[config.mk]
export PLATFORM = sky130hd
export DESIGN_NAME = rsnn_layer_flat
export DESIGN_NICKNAME = d
export VERILOG_FILES = /design/src/rtl/rsnn_pkg.sv /design/src/rtl/rsnn_if.sv /design/src/rtl/rsnn_neuron_update.sv /design/src/rtl/rsnn_layer.sv /design/src/flat_wrapper.sv
export SDC_FILE = /design/constraint.sdc
export NUM_CORES = 1
export LEC_CHECK = 0
export CAP_MARGIN = 20
export CORE_MARGIN = 2
export CORE_UTILIZATION = 24
export CTS_BUF_LIST = sky130_fd_sc_hd__clkbuf_4 sky130_fd_sc_hd__clkbuf_8
export CTS_CLUSTER_SIZE = 24
export DETAILED_ROUTE_END_ITERATION = 6
export MAX_ROUTING_LAYER = met4
export PLACE_DENSITY_LB_ADDON = 0.15
export SETUP_SLACK_MARGIN = 0.15
export SLEW_MARGIN = 20
export SYNTH_ARGS = -nofsm -noshare
export SYNTH_HDL_FRONTEND = slang
export SYNTH_HIERARCHICAL = 1
export SYNTH_SLANG_ARGS = --single-unit
[constraint.sdc]
create_clock -name clk -period 11.41 [get_ports clk]
set_input_delay 2.282 -clock clk [delete_from_list [all_inputs] [get_ports clk]]
set_output_delay 2.282 -clock clk [all_outputs]
set_load 0.005 [all_outputs]
[src/rtl/rsnn_pkg.sv]
// Shared types and helpers for the recurrent spiking layer.
// Holds the sweep FSM state type, the saturating adder and the
// population counter used for the lateral (RSNN_LATERAL_EN) term.
package rsnn_pkg;

    typedef enum logic [1:0] {
        IDLE   = 2'd0,
        UPDATE = 2'd1,
        DONE   = 2'd2
    } rsnn_state_e;

    // Add two unsigned values and clamp the result to 2^width-1.
    function automatic logic [31:0] sat_add(input logic [31:0] a,
                                            input logic [31:0] b,
                                            input int unsigned width);
        logic [32:0] sum;
        logic [32:0] limit;
        sum   = {1'b0, a} + {1'b0, b};
        limit = (33'd1 << width) - 33'd1;
        return (sum > limit) ? limit[31:0] : sum[31:0];
    endfunction

    // Count the set bits among the lowest n bits of vec (n = neuron count).
    function automatic int unsigned popcount(input logic [31:0] vec,
                                             input int unsigned n);
        int unsigned cnt;
        cnt = 0;
        for (int unsigned i = 0; i < 32; i++) begin
            if (i < n && vec[i]) cnt++;
        end
        return cnt;
    endfunction

endpackage

[src/rtl/rsnn_if.sv]
// Bus bundle for the recurrent spiking layer: timestep control,
// per-timestep configuration and the spike result handshake.
interface rsnn_if #(
    parameter int N_NEURONS = 4,
    parameter int WIDTH     = 8,
    parameter int REFR_W    = 8
);
    logic                       enable;
    logic                       tick;
    logic [N_NEURONS*WIDTH-1:0] ext_current;
    logic [WIDTH-1:0]           threshold;
    logic [WIDTH-1:0]           decay;
    logic [REFR_W-1:0]          refractory_period;
    logic [WIDTH-1:0]           self_scale;
    logic [WIDTH-1:0]           lateral_scale;
    logic [N_NEURONS-1:0]       spike_out;
    logic                       spike_valid;
    logic                       busy;
    logic                       overrun;

    modport master (
        output enable, tick, ext_current, threshold, decay,
               refractory_period, self_scale, lateral_scale,
        input  spike_out, spike_valid, busy, overrun
    );

    modport slave (
        input  enable, tick, ext_current, threshold, decay,
               refractory_period, self_scale, lateral_scale,
        output spike_out, spike_valid, busy, overrun
    );
endinterface

[src/rtl/rsnn_neuron_update.sv]
// Combinational LIF update for one neuron of the layer.
// Lateral feedback inputs exist only when RSNN_LATERAL_EN is defined.
module rsnn_neuron_update
    import rsnn_pkg::*;
#(
    parameter int WIDTH  = 8,
    parameter int REFR_W = 8,
    parameter int CNT_W  = 3
) (
    input  logic [WIDTH-1:0]  mem,
    input  logic [REFR_W-1:0] refr,
    input  logic [WIDTH-1:0]  ext,
    input  logic              prev_spike,
`ifdef RSNN_LATERAL_EN
    input  logic [CNT_W-1:0]  lat_count,
    input  logic [WIDTH-1:0]  lateral_scale,
`endif
    input  logic [WIDTH-1:0]  threshold,
    input  logic [WIDTH-1:0]  decay,
    input  logic [REFR_W-1:0] refr_period,
    input  logic [WIDTH-1:0]  self_scale,
    output logic [WIDTH-1:0]  mem_next,
    output logic [REFR_W-1:0] refr_next,
    output logic              spike
);

    // Wide enough to hold leak + ext + self + lateral*count without wrapping.
    localparam int SUM_W = WIDTH + CNT_W + 2;

    logic [SUM_W-1:0] leak;
    logic [SUM_W-1:0] lat_term;
    logic [SUM_W-1:0] in_sum;
    logic [WIDTH-1:0] sum_sat;

    // Leak, integrate, saturate, then fire or hold; refractory neurons ignore input.
    always_comb begin
        leak      = '0;
        lat_term  = '0;
        mem_next  = mem;
        refr_next = refr;
        spike     = 1'b0;
        if (mem > decay) leak = SUM_W'(mem - decay);
`ifdef RSNN_LATERAL_EN
        lat_term  = SUM_W'(lateral_scale) * SUM_W'(lat_count);
`endif
        in_sum    = SUM_W'(ext) + (prev_spike ? SUM_W'(self_scale) : SUM_W'(0)) + lat_term;
        sum_sat   = WIDTH'(sat_add(32'(leak), 32'(in_sum), WIDTH));
        if (refr != '0) begin
            refr_next = refr - REFR_W'(1);
            mem_next  = '0;
        end else if (sum_sat >= threshold) begin
            spike     = 1'b1;
            mem_next  = '0;
            refr_next = refr_period;
        end else begin
            mem_next  = sum_sat;
        end
    end

endmodule

[src/rtl/rsnn_layer.sv]
// N-neuron recurrent spiking layer with one time-multiplexed update datapath.
// Each accepted tick sweeps neurons 0..N-1 (one per cycle), then publishes
// the spike vector. Define RSNN_LATERAL_EN to compile in lateral feedback.
module rsnn_layer
    import rsnn_pkg::*;
#(
    parameter int N_NEURONS = 4,
    parameter int WIDTH     = 8,
    parameter int REFR_W    = 8
) (
    input logic   clk,
    input logic   reset,
    rsnn_if.slave bus
);

    localparam int IDX_W = $clog2(N_NEURONS);
    localparam int CNT_W = $clog2(N_NEURONS + 1);

    rsnn_state_e                state_q, state_d;
    logic [IDX_W-1:0]           idx_q, idx_d;
    logic [WIDTH-1:0]           mem_q [N_NEURONS];
    logic [WIDTH-1:0]           mem_d [N_NEURONS];
    logic [REFR_W-1:0]          refr_q [N_NEURONS];
    logic [REFR_W-1:0]          refr_d [N_NEURONS];
    logic [N_NEURONS-1:0]       prev_q, prev_d;
    logic [N_NEURONS-1:0]       acc_q, acc_d;
    logic [N_NEURONS*WIDTH-1:0] ext_q, ext_d;
    logic [WIDTH-1:0]           thr_q, thr_d;
    logic [WIDTH-1:0]           decay_q, decay_d;
    logic [REFR_W-1:0]          rper_q, rper_d;
    logic [WIDTH-1:0]           self_q, self_d;
    logic [N_NEURONS-1:0]       spike_out_q, spike_out_d;
    logic                       spike_valid_q, spike_valid_d;
    logic                       overrun_q, overrun_d;

    logic [WIDTH-1:0]           nu_mem;
    logic [REFR_W-1:0]          nu_refr;
    logic                       nu_spike;

`ifdef RSNN_LATERAL_EN
    logic [WIDTH-1:0]           lat_q, lat_d;
    logic [N_NEURONS-1:0]       lat_mask;
    logic [CNT_W-1:0]           lat_count;

    // Count the other neurons that fired last timestep, excluding the current one.
    always_comb begin
        lat_mask          = prev_q;
        lat_mask[idx_q]   = 1'b0;
        lat_count         = CNT_W'(popcount(32'(lat_mask), N_NEURONS));
    end
`endif

    rsnn_neuron_update #(
        .WIDTH  (WIDTH),
        .REFR_W (REFR_W),
        .CNT_W  (CNT_W)
    ) u_update (
        .mem           (mem_q[idx_q]),
        .refr          (refr_q[idx_q]),
        .ext           (ext_q[idx_q*WIDTH +: WIDTH]),
        .prev_spike    (prev_q[idx_q]),
`ifdef RSNN_LATERAL_EN
        .lat_count     (lat_count),
        .lateral_scale (lat_q),
`endif
        .threshold     (thr_q),
        .decay         (decay_q),
        .refr_period   (rper_q),
        .self_scale    (self_q),
        .mem_next      (nu_mem),
        .refr_next     (nu_refr),
        .spike         (nu_spike)
    );

    // Sweep control: accept a tick, step through neurons, publish, flag dropped ticks.
    always_comb begin
        state_d       = state_q;
        idx_d         = idx_q;
        mem_d         = mem_q;
        refr_d        = refr_q;
        prev_d        = prev_q;
        acc_d         = acc_q;
        ext_d         = ext_q;
        thr_d         = thr_q;
        decay_d       = decay_q;
        rper_d        = rper_q;
        self_d        = self_q;
        spike_out_d   = spike_out_q;
        spike_valid_d = 1'b0;
        overrun_d     = overrun_q;
`ifdef RSNN_LATERAL_EN
        lat_d         = lat_q;
`endif
        case (state_q)
            IDLE: begin
                if (bus.tick && bus.enable) begin
                    state_d = UPDATE;
                    idx_d   = '0;
                    acc_d   = '0;
                    ext_d   = bus.ext_current;
                    thr_d   = bus.threshold;
                    decay_d = bus.decay;
                    rper_d  = bus.refractory_period;
                    self_d  = bus.self_scale;
`ifdef RSNN_LATERAL_EN
                    lat_d   = bus.lateral_scale;
`endif
                end
            end
            UPDATE: begin
                if (bus.tick) overrun_d = 1'b1;
                mem_d[idx_q]  = nu_mem;
                refr_d[idx_q] = nu_refr;
                acc_d[idx_q]  = nu_spike;
                if (idx_q == IDX_W'(N_NEURONS - 1)) begin
                    state_d       = DONE;
                    spike_out_d   = acc_d;
                    prev_d        = acc_d;
                    spike_valid_d = 1'b1;
                end else begin
                    idx_d = idx_q + IDX_W'(1);
                end
            end
            DONE: begin
                if (bus.tick) overrun_d = 1'b1;
                state_d = IDLE;
            end
            default: state_d = IDLE;
        endcase
    end

    // State and output registers; reset aborts any sweep in progress.
    always_ff @(posedge clk) begin
        if (reset) begin
            state_q       <= IDLE;
            idx_q         <= '0;
            mem_q         <= '{default: '0};
            refr_q        <= '{default: '0};
            prev_q        <= '0;
            acc_q         <= '0;
            ext_q         <= '0;
            thr_q         <= '0;
            decay_q       <= '0;
            rper_q        <= '0;
            self_q        <= '0;
            spike_out_q   <= '0;
            spike_valid_q <= 1'b0;
            overrun_q     <= 1'b0;
`ifdef RSNN_LATERAL_EN
            lat_q         <= '0;
`endif
        end else begin
            state_q       <= state_d;
            idx_q         <= idx_d;
            mem_q         <= mem_d;
            refr_q        <= refr_d;
            prev_q        <= prev_d;
            acc_q         <= acc_d;
            ext_q         <= ext_d;
            thr_q         <= thr_d;
            decay_q       <= decay_d;
            rper_q        <= rper_d;
            self_q        <= self_d;
            spike_out_q   <= spike_out_d;
            spike_valid_q <= spike_valid_d;
            overrun_q     <= overrun_d;
`ifdef RSNN_LATERAL_EN
            lat_q         <= lat_d;
`endif
        end
    end

    assign bus.spike_out   = spike_out_q;
    assign bus.spike_valid = spike_valid_q;
    assign bus.busy        = (state_q != IDLE);
    assign bus.overrun     = overrun_q;

endmodule

[src/flat_wrapper.sv]
// flat-port wrapper written by rule: the top's interface ports become plain ports
module rsnn_layer_flat import rsnn_pkg::*;
#(
    parameter int N_NEURONS = 4,
    parameter int WIDTH     = 8,
    parameter int REFR_W    = 8
)
  (clk, reset, bus_enable, bus_tick, bus_ext_current, bus_threshold, bus_decay, bus_refractory_period, bus_self_scale, bus_lateral_scale, bus_spike_out, bus_spike_valid, bus_busy, bus_overrun);
  rsnn_if #(.N_NEURONS(N_NEURONS), .WIDTH(WIDTH), .REFR_W(REFR_W)) bus_i ();
  input logic clk;
  input logic reset;
  input wire logic [$bits(bus_i.enable)-1:0] bus_enable;
  input wire logic [$bits(bus_i.tick)-1:0] bus_tick;
  input wire logic [$bits(bus_i.ext_current)-1:0] bus_ext_current;
  input wire logic [$bits(bus_i.threshold)-1:0] bus_threshold;
  input wire logic [$bits(bus_i.decay)-1:0] bus_decay;
  input wire logic [$bits(bus_i.refractory_period)-1:0] bus_refractory_period;
  input wire logic [$bits(bus_i.self_scale)-1:0] bus_self_scale;
  input wire logic [$bits(bus_i.lateral_scale)-1:0] bus_lateral_scale;
  output wire logic [$bits(bus_i.spike_out)-1:0] bus_spike_out;
  output wire logic [$bits(bus_i.spike_valid)-1:0] bus_spike_valid;
  output wire logic [$bits(bus_i.busy)-1:0] bus_busy;
  output wire logic [$bits(bus_i.overrun)-1:0] bus_overrun;
  assign bus_i.enable = bus_enable;
  assign bus_i.tick = bus_tick;
  assign bus_i.ext_current = bus_ext_current;
  assign bus_i.threshold = bus_threshold;
  assign bus_i.decay = bus_decay;
  assign bus_i.refractory_period = bus_refractory_period;
  assign bus_i.self_scale = bus_self_scale;
  assign bus_i.lateral_scale = bus_lateral_scale;
  assign bus_spike_out = bus_i.spike_out;
  assign bus_spike_valid = bus_i.spike_valid;
  assign bus_busy = bus_i.busy;
  assign bus_overrun = bus_i.overrun;
  rsnn_layer #(.N_NEURONS(N_NEURONS), .WIDTH(WIDTH), .REFR_W(REFR_W)) u_core (.clk(clk), .reset(reset), .bus(bus_i));
endmodule
# ---- Word-level counts from Yosys, hierarchy flattened
# Cells that the tools add are included.
# W data, S select, Z words.
dict set report classes {
  bitwise 2
  add_sub_neg 5
  order_cmp 7
  reduce_logical 15
  muxes 33
  n_eq_ne 6
  n_shift 1
}
# op n
set op_table {}
lappend op_table {{$mux W8} 11}
lappend op_table {{$bwmux W32} 2}
lappend op_table {{$bmux W8 S2} 2}
lappend op_table {{$shiftx A32 B6 Y8} 1}
lappend op_table {{$demux W8 S2} 1}
lappend op_table {{$add A13 B9 Y14} 1}
lappend op_table {{$gt A14 B8 Y1 const B} 1}
lappend op_table {{$mux W13} 1}
lappend op_table {{$reduce_and A2 Y1} 5}
lappend op_table {{$add A8 B8 Y9} 1}
lappend op_table {{$sub A8 B8 Y9} 1}
lappend op_table {{$ge A8 B8 Y1} 1}
lappend op_table {{$gt A8 B8 Y1} 1}
lappend op_table {{$mux W2} 4}
lappend op_table {{$pmux W2 S2} 2}
lappend op_table {{$pmux W4 S2} 1}
lappend op_table {{$reduce_bool A8 Y1} 1}
lappend op_table {{$sub A8 B1 Y8 const B} 1}
lappend op_table {{$mux W1} 5}
lappend op_table {{$bwmux W4} 1}
lappend op_table {{$eq A2 B2 Y1 const B} 2}
lappend op_table {{$mux W4} 1}
lappend op_table {{$ne A2 B1 Y1 const B} 2}
lappend op_table {{$reduce_bool A2 Y1} 2}
lappend op_table {{15 further kinds} 18}
dict set report totals {
  out_inout_bits 7
  reg_bits 142
}

# ---- Longest topological paths before layout
dict set report depth {
  ltp_word 14
  depth_mapped 32
}

# ---- Modules after synthesis
# The synthesis kept the hierarchy.
# module cells_each seq_area_each_um2 instances area_per_inst_um2
set modules_own_cells {}
lappend modules_own_cells {rsnn_layer 672 2822.7 1 5853.1}
lappend modules_own_cells {rsnn_neuron_update 202 0.0 1 1503.9}

# ---- Worst setup path before layout
# Ideal clock, no wire load.
dict set report synth_timing {
  kind {reg-to-reg}
  startpoint {register u_core.idx_q[0]}
  endpoint {register u_core/refr_q[15] (netlist bit)}
  t_required_ns 11.276
  path_slack_ns 5.201
  arrival_ns 6.075
  stages_incl_launch_ff 31
  path_buffers 3
  cell_sequence {dfxtp_1 > buf_6 > buf_8 > mux4_2 > ha_1 > a21oi_1 > nor2b_1 > o31a_1 > o21bai_1 > or2_2 > fa_1 > inv_1 > ha_1 > inv_1 > fa_1 > nand2b_1 > o2bb2ai_1 > nand4_1 > o2bb2ai_1 > nor2_4 > buf_2 > nand2_1 > ha_1 > a21o_1 > a21o_1 > a21oi_1 > o31ai_2 > and2b_1 > a221o_1 > nand2_1 > a21oi_1}
}
dict set report synth_via {
  elab_chain_cells 13
}
# element line
set synth_rtl {}
lappend synth_rtl {{from (decl)} rsnn_layer.sv:20} ;# logic [IDX_W-1:0] idx_q, idx_d;
lappend synth_rtl {{from (signal assigned)} rsnn_layer.sv:154} ;# idx_q <= idx_d;
lappend synth_rtl {{parallel branches: the longest is 11 deep, another holds $add A13 B9 Y14} -}
lappend synth_rtl {{$mux W8 (*)} rsnn_neuron_update.sv:48} ;# if (refr != '0) begin
lappend synth_rtl {{net u_core.nu_refr[7]} rsnn_layer.sv:37} ;# logic [REFR_W-1:0] nu_refr;
lappend synth_rtl {{$bwmux W32 (*)} rsnn_layer.sv:113} ;# refr_d[idx_q] = nu_refr;
lappend synth_rtl {{to (signal assigned)} rsnn_layer.sv:156} ;# refr_q <= refr_d;
lappend synth_rtl {{to (decl)} rsnn_layer.sv:23} ;# logic [REFR_W-1:0] refr_q [N_NEURONS];
# Mark *: on every way through the listed nets, which the timed path passes. The select of a mux whose other input is x is not followed.
# A chain may end at the register's enable or synchronous reset.

# ---- Worst setup path after layout
dict set report layout_timing {
  startpoint {register u_core.idx_q[0]}
  endpoint {register u_core/refr_q[8] (netlist bit)}
}
# Same word-level chain as after synthesis.

==> results.md <==
* Status: completed
* Cells after Synth at between 800 and 900
* Slew headroom at 0.308
* FP Rows at between 60 and 70
* Final ANT Viol Nets at 0
* Post-synthesis sequential area ratio at 0.384
* Mapped Avg Cell Area at 8.42 um2
* MaxCap Viol Count at 0
* HP Class: reg -> reg
* Worst flop-to-flop path startpoint: u_core/idx_q[0]
* CP endpoint kind: register
* Hold-fix buffers, CTS at 0
* CTS tree: built
* Root Buffer: clkbuf_8
* WP data arrival at 8.24 ns
* Chip Width at about 180 um
* Final Max Slew Viols at 0
* Num CTS Buffers at 17
* RSZ-0062 raised after global routing: false
* DRT iter0 DRCs at 349
* Initial antenna violation count at 0
* Reg area at 0.00282 mm2
* Dominant cell by count in the synthesized netlist: nand2_1
* Crit-path max FO at 16
* Final HPWL DP at 14000 um
* Final #Nets at approximately 1000
* GRT overflow at 0
* Top Ports at 83
* Final min period at about 8 ns
* Logic pwr share at 0.631
* Wire length of the first global-routing pass at 34100 um
* Cells on Worst Hold Path at 2
* Syn_nets at 995
* Final cycle utilization of the critical path at 0.689
* Fillers at 3267
* Largest net degree at the start of global routing at 94
* Netlist Area Pre-Place at 0.00736 mm2
* Switching share of total power at 0.507
* Clock transition at path regs at 0.09 ns
* CORE AREA at just over 0.03 mm2
* Total routed wirelength at 21400 um
* Top cells by area, synth: dfxtp_1 38%, nand2_1 14%, a21oi_1 9.4%
* Register bit total from synthesis at 141
* Drt via density at approximately 4.4
* Crit-path max cell delay at 0.73 ns
* WS Path Type: reg -> reg
* WP buf/inv at 2
* Clock skew at between 0.015 and 0.02 ns
* Number of I/O port buffers at 74
* Vias in the first global route at 5906
* Area of the multi-input gates at 0.00404 mm2
* Die ar. at 0.0321 mm2
* Critical Path Stages at 26
* Crit start category: register
* Clock Tree Buf Depth at 2
* Area after DPL at between 0.008 and 0.009 mm2
* P&R area growth vs syn at 18.2%
* Critical path's top delay family: compound AO/OA/AOI/OAI gates
* # diodes at 0
* Post-synth top cells: 276 x nand2_1, 141 x dfxtp_1, 138 x a21oi_1, 35 x ha_1, 34 x inv_1
* Final Setup Violations at 0
* Net Sw Power at 1.36 mW
* Power Density at just over 300 mW/mm2
* Reg2Reg Depth at 26
* Htree depth at 4
* DIE HEIGHT at ~180 um
* Via Count at 5888
* Post-synth cell types at 59
* Post-cts gate resize count at 0
* All-Layer GR Usage at 0.144
* Worst vdd ir at about 170 uV
* Dominant cell type by area after synthesis: dfxtp_1
* Wire length per cell at 16.1 um
* CTS Sinks at roughly 140
* Worst setup path start: u_core/idx_q[0]
* Static leakage at between 3 and 4 nW
* Share of cells above drive strength 1 at 0.104
* Synth top area share at 0.384
* TritonRoute pass-1 iters at 5
* Synth Flop Type: dfxtp_1
* Setup TNS at 0 ns
* Initial core utilization at 0.242
* Clk_lat worst skew at about 0.45 ns
* Register share of total power at 0.205
* Yosys warns at 6
* Slew @ Worst Pin at 1.04 ns
* Clock share of power at 0.164
* Post-CTS setup buffers at 0
* Routability Congestion at 0.776
* Fmax at roughly 130 MHz
* CP required at 11.78 ns
* Hold Path Origin: u_core/ext_q[9]
* Slowest cell on the critical path: dfxtp_2
* Final hold violation count at 0
* Post-synth EDFFs at 0
* Asr flop ratio synth at 0
* Final instance area at 0.00870 mm2
* P_int at 1.33 mW
* Post-route DRC at 0
[through the flow]
| step | power, mW | hold slack, ns | instances | util | setup WS [ns] |
|---|---|---|---|---|---|
| after floorplan | 1.79 | 0.432 | 874 | - | 5.20 |
| after global placement | 2.23 | 0.440 | 1296 | 0.273 | 3.29 |
| after detailed placement | 2.25 | 0.445 | 1297 | 0.273 | 3.70 |
| after CTS | 2.70 | 0.456 | 1329 | 0.287 | 3.63 |
| after global routing | 2.91 | 0.472 | 1329 | 0.287 | 3.03 |
| final | 2.69 | 0.454 | 1329 | 0.287 | 3.55 |
[final timing paths]
kind                       to  slack, ns
max reg2reg  u_core/refr_q[8]       3.55
min           u_core/ext_q[9]       0.45
max          u_core/refr_q[8]       3.55
min reg2reg   u_core/ext_q[9]       0.45
[kinds of logic (layout without fill, tap and decap cells)]
logic type	count (synthesis)	in the layout	share of synthesized area
xor+xnor	10	10	0.0119
compound gates	201	201	0.164
buf+inv	88	147	0.0673
fa+ha+maj	45	45	0.0867
simple gates	361	361	0.205
flops	141	141	0.384
mux	28	28	0.0808
[per-layer routing]
layer  up-vias  track usage  wire length (um)
li1       3034            -                 -
met1      2769        0.205             11300
met2        77        0.213              9420
met3         8       0.0244               533
met4         0       0.0295               146
met5         -            -                 0
[layout by cell type, fill, tap and decap left out, types with 4 or more instances in the layout]
master | Yosys | layout
clkdlybuf4s50_1 | 0 | 73
nand2_1 | 276 | 276
clkbuf_8 | 0 | 17
nand2b_1 | 7 | 7
inv_6 | 0 | 4
clkinv_4 | 0 | 4
and2_1 | 12 | 12
nor2_1 | 23 | 23
buf_4 | 5 | 8
o31ai_1 | 4 | 4
nor3_1 | 14 | 14
a21o_1 | 5 | 5
dfxtp_1 | 141 | 140
nor2b_1 | 6 | 6
fa_1 | 10 | 10
a211oi_1 | 5 | 5
nand3_1 | 4 | 4
ha_1 | 35 | 35
a21oi_2 | 18 | 18
mux4_2 | 25 | 25
inv_1 | 34 | 34
xor2_1 | 7 | 7
a21oi_1 | 138 | 138
o21ai_0 | 7 | 7
[worst min-delay path, cell delays in order, from the launching register on]
cell and delay [ns]:
dfxtp_1 0.31, nand2_1 0.05, a21oi_1 0.05
[power groups by stage]
stage	sequential, mW	clock [mW]	combinational [mW]
final	0.551	0.442	1.70
after global routing	0.557	0.478	1.88
after CTS	0.552	0.459	1.69
after detailed placement	0.563	0	1.69
after global placement	0.563	0	1.66
after floorplan	0.554	0	1.24
[sequential cells by signal (all words and copies together) (netlist names)]
name                    count
u_core/ext_q               32
u_core/acc_q                3
u_core/rper_q               8
u_core/self_q               8
u_core/bus.spike_out        4
u_core/bus.overrun          1
u_core/state_q              2
u_core/idx_q                2
u_core/bus.spike_valid      1
u_core/mem_q               32
u_core/thr_q                8
u_core/refr_q              32
u_core/decay_q              8
[cell type report]
type	count	share of cell area
Tap cell	396	0.0570
Sequential cell	141	0.325
Timing Repair Buffer	81	0.0909
Inverter	34	0.0147
Multi-Input combinational cell	645	0.464
Clock buffer	17	0.0269
Clock inverter	15	0.0216
Power figures use the tool's default switching activity.
